==> config.mk <==
export PLATFORM = sky130hd
export DESIGN_NAME = fwd_hazard_unit
export DESIGN_NICKNAME = d
export VERILOG_FILES = /design/src/rtl/fwd_hazard_unit.sv
export SDC_FILE = /design/constraint.sdc
export NUM_CORES = 1
export LEC_CHECK = 0
export CORE_MARGIN = 2
export CORE_UTILIZATION = 34
export DETAILED_ROUTE_END_ITERATION = 7
export PLACE_DENSITY = 0.83
export SLEW_MARGIN = 40
export SYNTH_ARGS = -nofsm -noshare
export SYNTH_HDL_FRONTEND = slang
export SYNTH_SLANG_ARGS = --single-unit
==> constraint.sdc <==
create_clock -name clk -period 2.5 [get_ports clk]
set_input_delay 0.5 -clock clk [delete_from_list [all_inputs] [get_ports clk]]
set_output_delay 0.5 -clock clk [all_outputs]
set_load 0.02 [all_outputs]
==> src/rtl/fwd_hazard_unit.sv <==
// rtl/fwd_hazard_unit.sv - forwarding selects and load-use stall FSM for the pipelined MIPS core
// Optional macro FWD_WB_BYPASS_EN adds the write-back port bypass (Fwd=11).
module fwd_hazard_unit #(
  parameter int REG_AW   = 5,
  parameter int NUM_SRC  = 2,
  parameter int LOAD_LAT = 1
) (
  input  logic                      clk,
  input  logic                      rst_n,
  input  logic [NUM_SRC*REG_AW-1:0] IdExSrc,
  input  logic [NUM_SRC*REG_AW-1:0] IfIdSrc,
  input  logic                      IdExMemRead,
  input  logic [REG_AW-1:0]         IdExRt,
  input  logic                      ExMemWb,
  input  logic [REG_AW-1:0]         ExMemRd,
  input  logic                      MemWbWb,
  input  logic [REG_AW-1:0]         MemWbRd,
`ifdef FWD_WB_BYPASS_EN
  input  logic                      WbWe,
  input  logic [REG_AW-1:0]         WbRd,
`endif
  input  logic                      Flush,
  output logic [2*NUM_SRC-1:0]      Fwd,
  output logic                      Stall,
  output logic                      IdExBubble
);

  typedef enum logic {IDLE, STALL} state_t;

  localparam logic [1:0] CNT_INIT = (LOAD_LAT > 1) ? 2'(LOAD_LAT - 2) : 2'd0;

  state_t     state;
  logic [1:0] cnt;
  logic       hz;

  function automatic logic [1:0] fwdSel(input logic [REG_AW-1:0] src);
    logic [1:0] sel;
    sel = 2'b00;
    if (ExMemWb && ExMemRd != '0 && ExMemRd == src)
      sel = 2'b10;
    else if (MemWbWb && MemWbRd != '0 && MemWbRd == src)
      sel = 2'b01;
`ifdef FWD_WB_BYPASS_EN
    else if (WbWe && WbRd != '0 && WbRd == src)
      sel = 2'b11;
`endif
    return sel;
  endfunction

  always_comb begin
    Fwd = '0;
    if (rst_n) begin
      for (int i = 0; i < NUM_SRC; i++)
        Fwd[2*i +: 2] = fwdSel(IdExSrc[i*REG_AW +: REG_AW]);
    end
  end

  // hz depends only on pipeline-register contents, never on Stall
  always_comb begin
    hz = 1'b0;
    if (IdExMemRead && IdExRt != '0) begin
      for (int i = 0; i < NUM_SRC; i++)
        if (IfIdSrc[i*REG_AW +: REG_AW] == IdExRt)
          hz = 1'b1;
    end
  end

  always_ff @(posedge clk or negedge rst_n) begin
    if (!rst_n) begin
      state <= IDLE;
      cnt   <= 2'd0;
    end else if (Flush) begin
      state <= IDLE;
      cnt   <= 2'd0;
    end else begin
      case (state)
        IDLE: begin
          if (hz && LOAD_LAT > 1) begin
            state <= STALL;
            cnt   <= CNT_INIT;
          end
        end
        STALL: begin
          if (cnt == 2'd0)
            state <= IDLE;
          else
            cnt <= cnt - 2'd1;
        end
        default: begin
          state <= IDLE;
          cnt   <= 2'd0;
        end
      endcase
    end
  end

  // The first bubble cycle comes straight from hz so the hazard is caught in the same cycle
  always_comb begin
    Stall      = 1'b0;
    IdExBubble = 1'b0;
    if (rst_n) begin
      if (Flush) begin
        IdExBubble = 1'b1;
      end else if (state == STALL || (state == IDLE && hz)) begin
        Stall      = 1'b1;
        IdExBubble = 1'b1;
      end
    end
  end

endmodule

==> results.py, run 1 <==
metrics = {
    "status": {
        "status": "finished clean",
    },
    "setup_path": {
        "r2r-end": "cnt[1]$_DFFE_PN0P_",
        "worst-path-max-fanout": 2,
        "cpMaxStageDelayCell": "or4_4",
        "crit_path_start_kind": "input port",
        "path_cells": "clkbuf_2, or4_4, o21ai_4, buf_4, nor4_4, nor4_2, buf_4",
        "cpPeakStageDelay_ns": 0.55,
        "worstPathArrival_ns": 1.93,
        "worstReg2RegStart": "cnt[0]$_DFFE_PN0P_",
        "crit_path_end_kind": "primary output",
        "reg2regPathDepth": 5,
        "crit_top_cell": "buf_4",
        "cp_data_required_time_ns": 2.00,
        "ff2ff_setup_slack_ns": 1.23,
        "crit_type": "in -> out",
    },
    "pwr": {
        "pwr-share-clk": 0.280,
        "p_seq_frac": 0.163,
        "ir_worst_vdd_mv": 0.420,
        "power_frac_comb": 0.556,
        "finalPower_mw": 0.299,
        "p_leak_nw": 0.586,
        "switchingPower_mw": 0.0924,
        "intPower_mw": 0.206,
        "powerDensity_nw_per_um2": 240,
        "switching_share": 0.309,
    },
    "layout": {
        "final_area_sq_um": 1250,
        "n_antenna_cell": 0,
        "fin_util": 0.808,
        "drive_gt1_frac": 0.303,
        "finalNetCount": 185,
        "fill_cells": 117,
        "area_growth_pct": 116,
    },
    "timing": {
        "min_period_ns": 2.43,
        "setup_violations": 0,
        "slew_violations": 0,
        "fin_skew_ns": 0.00360,
        "fin_crit_sh": 0.970,
        "maxSlewHeadroom": 0.794,
        "rsz0062_at_grt": "no",
        "worst_slew_pin_slew_ns": 0.309,
        "hold_viol": 0,
        "timing.final.ws_setup_ns": 0.0742,
        "fmax_mhz": 412,
    },
    "clock_tree": {
        "cts_hold_buffers": 0,
        "path_clk_slew_ns": 0.04,
        "htreeDepth": 1,
        "cts_num_sinks": 3,
        "numCtsBuffers": 3,
        "clk_latency_ns": 0.23,
        "clock-root-buffer": "clkbuf_4",
        "cts_tree": "built",
        "cts.path.max_buffers": 2,
    },
    "drt": {
        "vias": 784,
        "routed_wl_mm": 2.17,
        "first_iter_violations": 7,
        "ant_nets": 0,
        "wl_per_cell_um": 13.7,
        "dr.pass1.iters": 4,
        "vias_per_cell": 4.96,
        "drc": 0,
    },
    "global_route": {
        "grt_start_max_net_pins": 9,
        "grt_overflow": 0,
        "antenna_found_initial": 0,
        "grt_pass1_wl_mm": 3.35,
        "first_global_vias": 786,
        "grtUsageTotal": 0.221,
    },
    "job": {
        "max-cap-violations": 0,
    },
    "synthesis": {
        "ys_types": 21,
        "syn-num-nets": 112,
        "synth-async-reset-ratio": 1.00,
        "yosysMostFrequentCell": "xor2_1",
        "ys_seq_elements": 3,
        "ys.flop_type": "dfrtp_1",
        "avgSynthCellArea_sq_um": 8.24,
        "yosys-top-cells-area": "xor2_1 36%, dfrtp_1 13%, xnor2_1 11%",
        "synth_cells": 70,
        "synth.top_cell.area_share": 0.364,
        "synth_area_leader_cell": "xor2_1",
        "synth_edf_count": 0,
        "yosysSeqAreaShare": 0.130,
        "syn_area_sq_um": 577,
        "synth_warnings": 0,
        "synth_common_cells": "24 x xor2_1, 7 x xnor2_1, 4 x nor2_1, 4 x or4_1",
    },
    "place": {
        "place_hpwl_mm": 1.74,
        "gp_congestion": 0.748,
        "pre_cts_ws_ns": -0.622,
        "place_area_sq_um": 1210,
        "portBuffers": 46,
    },
    "floorplanning": {
        "chipHeight_um": 45.2,
        "start_util": 0.374,
        "ios": 47,
        "die-area_sq_um": 2040,
        "fp.dieW_um": 45.2,
        "rows": 14,
        "core_area_sq_um": 1540,
    },
    "worst_hold_path": {
        "hold_class": "in -> async",
    },
}
[sequential cells by signal, indices dropped and copies added (netlist names)]
register and flops:
cnt 2, state 1
[final cells by class]
cell class	instances	area (sq um)	area share
inverter	2	7.51	0.00602
clock buffer	4	26.3	0.0211
multi-input combinational	65	539	0.433
tap	16	20.0	0.0161
timing repair buffer	68	578	0.464
sequential	3	75.1	0.0602
[logic make-up after synthesis]
family | share of synthesized area
AO/OA/AOI/OAI | 0.0933
adder cells (fa/ha/maj) | 0.0217
AND/OR/NAND/NOR | 0.271
flip-flops | 0.130
XOR/XNOR | 0.471
buffers and inverters | 0.0130
[worst max-delay path, delay by kind of cell]
family          cells  cell delay [ns]
buf+inv             3             0.41
simple gates        3             0.86
compound gates      1             0.15
[routing by layer]
layer	up-vias	GRT usage	wire, um
met5	-	0	0
met4	0	0	0
met3	0	0.0600	218
met2	39	0.446	1150
met1	356	0.239	804
li1	389	-	-
[cells in the final DEF (no fill, tap or decap), types with 2 or more instances in the layout]
| cell type | count |
|---|---|
| inv_1 | 2 |
| nor3_1 | 2 |
| buf_6 | 2 |
| dlygate4sd2_1 | 14 |
| o21ai_0 | 3 |
| buf_2 | 5 |
| clkbuf_4 | 3 |
| or4_1 | 2 |
| xor2_1 | 24 |
| nor2_1 | 4 |
| xnor2_1 | 7 |
| buf_4 | 21 |
| clkdlybuf4s50_1 | 18 |
| nand2_1 | 3 |
| nor4_4 | 2 |
| nor2b_1 | 3 |
| nor4_2 | 2 |
| or4_4 | 3 |
| dfrtp_1 | 3 |
| nand3_1 | 2 |
| and2_1 | 2 |
| dlymetal6s2s_1 | 4 |
| clkbuf_2 | 4 |
[stage by stage]
stage | instances | hold slack, ns | TNS (ns)
floorplan | 70 | 0.204 | 0
global placement | 152 | 0.531 | -2.92
detailed placement | 152 | 0.556 | -2.98
CTS | 156 | 0.316 | 0
global route | 158 | 0.334 | 0
finish | 158 | 0.316 | 0
[timing repair]
item / 4_1_cts / 5_1_grt
gates cloned: 0 / 0
gates resized for setup: 54 / 14
endpoints found under the setup margin: 6 / 6
pin swaps: 10 / 10
setup buffers: 0 / 2
[worst max-delay path by stage]
| stage | slack (ns) | start | to |
|---|---|---|---|
| after floorplan | 0.26 | ExMemRd[1] | Fwd[0] |
| after global placement | -0.58 | ExMemRd[1] | Fwd[0] |
| after detailed placement | -0.62 | ExMemRd[1] | Fwd[0] |
| after CTS | 0.006 | MemWbRd[3] | Fwd[2] |
| after global routing | 0.0005 | IdExRt[0] | IdExBubble |
| final | 0.07 | ExMemRd[1] | Fwd[0] |
[power groups by stage]
stage / Clock [mW] / Combinational, mW / Sequential [mW]
floorplan: 0 / 0.0479 / 0.0495
global placement: 0 / 0.161 / 0.0494
detailed placement: 0 / 0.165 / 0.0494
CTS: 0.0870 / 0.164 / 0.0488
global route: 0.0923 / 0.179 / 0.0488
finish: 0.0838 / 0.166 / 0.0488
(Power assumes the default switching activity.)
==> run 2: changes to the inputs <==
--- a/config.mk
+++ b/config.mk
@@ -5,10 +5,12 @@
 export SDC_FILE = /design/constraint.sdc
 export NUM_CORES = 1
 export LEC_CHECK = 0
+export CELL_PAD_IN_SITES_DETAIL_PLACEMENT = 1
+export CELL_PAD_IN_SITES_GLOBAL_PLACEMENT = 1
 export CORE_MARGIN = 2
-export CORE_UTILIZATION = 34
+export CORE_UTILIZATION = 23
 export DETAILED_ROUTE_END_ITERATION = 7
-export PLACE_DENSITY = 0.83
+export PLACE_DENSITY_LB_ADDON = 0.1
 export SLEW_MARGIN = 40
 export SYNTH_ARGS = -nofsm -noshare
 export SYNTH_HDL_FRONTEND = slang
==> results.py, run 2 (same netlist as run 1, synthesis figures left out) <==
metrics = {
    "status": {
        "status": "finished clean",
    },
    "timing": {
        "slew_violations": 0,
        "hold_viol": 0,
        "maxSlewHeadroom": 0.802,
        "setup_violations": 0,
        "holdWs_ns": 0.310,
        "setup_tns_ns": 0,
        "fmax_mhz": 403,
        "fin_skew_ns": 0.00253,
        "fin_crit_sh": 0.992,
        "rsz0062_at_grt": "yes",
        "worst_slew_pin_slew_ns": 0.296,
        "min_period_ns": 2.48,
    },
    "place": {
        "place_hpwl_mm": 1.89,
        "gp_congestion": 0.764,
        "place_area_sq_um": 1200,
        "dp.cells": 163,
        "portBuffers": 46,
    },
    "setup_path": {
        "r2r-end": "cnt[1]$_DFFE_PN0P_",
        "cp_data_required_time_ns": 2.00,
        "cpMaxStageDelayCell": "or4_4",
        "path_cells": "clkbuf_2, or4_4, o21ai_4, nor4_4, buf_4, nor4_4, buf_4",
        "worstReg2RegStart": "cnt[0]$_DFFE_PN0P_",
        "endpoint": "Fwd[2]",
        "critPathTopFamily": "simple AND/OR/NAND/NOR gates",
        "ff2ff_setup_slack_ns": 1.25,
        "worstPathArrival_ns": 1.98,
        "cp.depth": 7,
        "reg2regPathDepth": 5,
        "crit_path_start_kind": "input port",
        "crit_path_end_kind": "primary output",
        "cp_num_buf_inv": 3,
        "crit_type": "in -> out",
        "worst-path-max-fanout": 2,
        "setup.worst_path.start": "ExMemRd[2]",
        "cpPeakStageDelay_ns": 0.52,
    },
    "layout": {
        "area_growth_pct": 115,
        "n_antenna_cell": 0,
        "reg.largest.list": "cnt x2, state x1",
        "final_area_sq_um": 1240,
        "top_register": "cnt",
        "drive_gt1_frac": 0.285,
        "final_cell_mix": "24 x xor2_1, 21 x clkdlybuf4s50_1, 20 x buf_4",
        "finalNetCount": 180,
        "largest_reg_flops": 2,
        "fin_cells": 167,
        "layout_commonest_cell": "xor2_1",
        "fill_cells": 297,
    },
    "global_route": {
        "first_global_vias": 723,
        "grt_start_max_net_pins": 9,
        "grt_pass1_wl_mm": 3.24,
        "grtUsageTotal": 0.152,
        "antenna_found_initial": 0,
        "grt_overflow": 0,
    },
    "clock_tree": {
        "path_clk_slew_ns": 0.04,
        "htreeDepth": 1,
        "clock-root-buffer": "clkbuf_4",
        "cts_tree": "built",
        "clk_latency_ns": 0.23,
        "numCtsBuffers": 3,
        "cts_num_sinks": 3,
        "cts.path.max_buffers": 2,
    },
    "worst_hold_path": {
        "hold_class": "in -> async",
    },
    "floorplanning": {
        "chipHeight_um": 54.1,
        "fp.dieW_um": 54.1,
        "die-area_sq_um": 2920,
        "core_area_sq_um": 2430,
        "ios": 47,
        "rows": 18,
        "start_util": 0.237,
    },
    "drt": {
        "first_iter_violations": 3,
        "dr.pass1.iters": 4,
        "vias_per_cell": 4.46,
        "vias": 745,
        "drc": 0,
        "routed_wl_mm": 2.31,
        "ant_nets": 0,
        "wl_per_cell_um": 13.8,
    },
    "pwr": {
        "finalPower_mw": 0.298,
        "ir_worst_vdd_mv": 0.149,
        "p_leak_nw": 0.541,
        "powerDensity_nw_per_um2": 240,
    },
    "job": {
        "max-cap-violations": 0,
    },
}
==> run 2: cell count changes in the layout (fill, tap and decap cells not counted), moves of 2 or more <==
| cell | change |
|---|---|
| buf_2 | -2 |
| dlymetal6s2s_1 | -2 |
| clkdlybuf4s50_1 | +3 |
| dlygate4sd2_1 | -2 |
==> run 2: area by class of cell <==
| type | instances | area (sq um) | area share |
|---|---|---|---|
| clock buffers | 4 | 26.3 | 0.0211 |
| flip-flops and latches | 3 | 75.1 | 0.0604 |
| inverters | 2 | 7.51 | 0.00604 |
| well taps | 30 | 37.5 | 0.0302 |
| repair buffers | 63 | 542 | 0.436 |
| multi-input cells | 65 | 554 | 0.446 |
==> run 2: metrics by stage <==
step / worst slack (ns) / util
global placement: -0.624 / 0.494
finish: 0.0207 / 0.511
detailed placement: -0.652 / 0.494
floorplan: 0.260 / -
CTS: 0.00420 / 0.493
global route: -0.0795 / 0.511
==> run 2: worst min-delay path by stage <==
stage | end | slack, ns
floorplan | cnt[0]$_DFFE_PN0P_ | 0.20
global placement | cnt[0]$_DFFE_PN0P_ | 0.53
detailed placement | cnt[0]$_DFFE_PN0P_ | 0.54
CTS | cnt[0]$_DFFE_PN0P_ | 0.31
global route | cnt[0]$_DFFE_PN0P_ | 0.30
finish | cnt[0]$_DFFE_PN0P_ | 0.31
==> run 2: power breakdown <==
| part | internal (mW) | switching, mW | total (mW) | leakage (nW) |
|---|---|---|---|---|
| registers | 0.0488 | 0.0000000000000000391 | 0.0488 | 0.0419 |
| clock network | 0.0597 | 0.0240 | 0.0837 | 0.0150 |
| logic | 0.0942 | 0.0714 | 0.166 | 0.484 |
==> run 2: what timing repair did <==
item	CTS	global route
hold buffers	0	0
cloned	0	0
gates resized for setup	52	17
endpoints found under the setup margin	6	6
buffers inserted	0	2
pin swaps	8	8
==> run 2: metal layers <==
layer  track usage  wire length, um  vias up  part of all wire
li1              -                -      378                 -
met1         0.183              969      342              0.42
met2         0.289             1240       25              0.54
met3        0.0111               99        0             0.043
met4        0.0375                0        0                 0
met5             0                0        -                 0
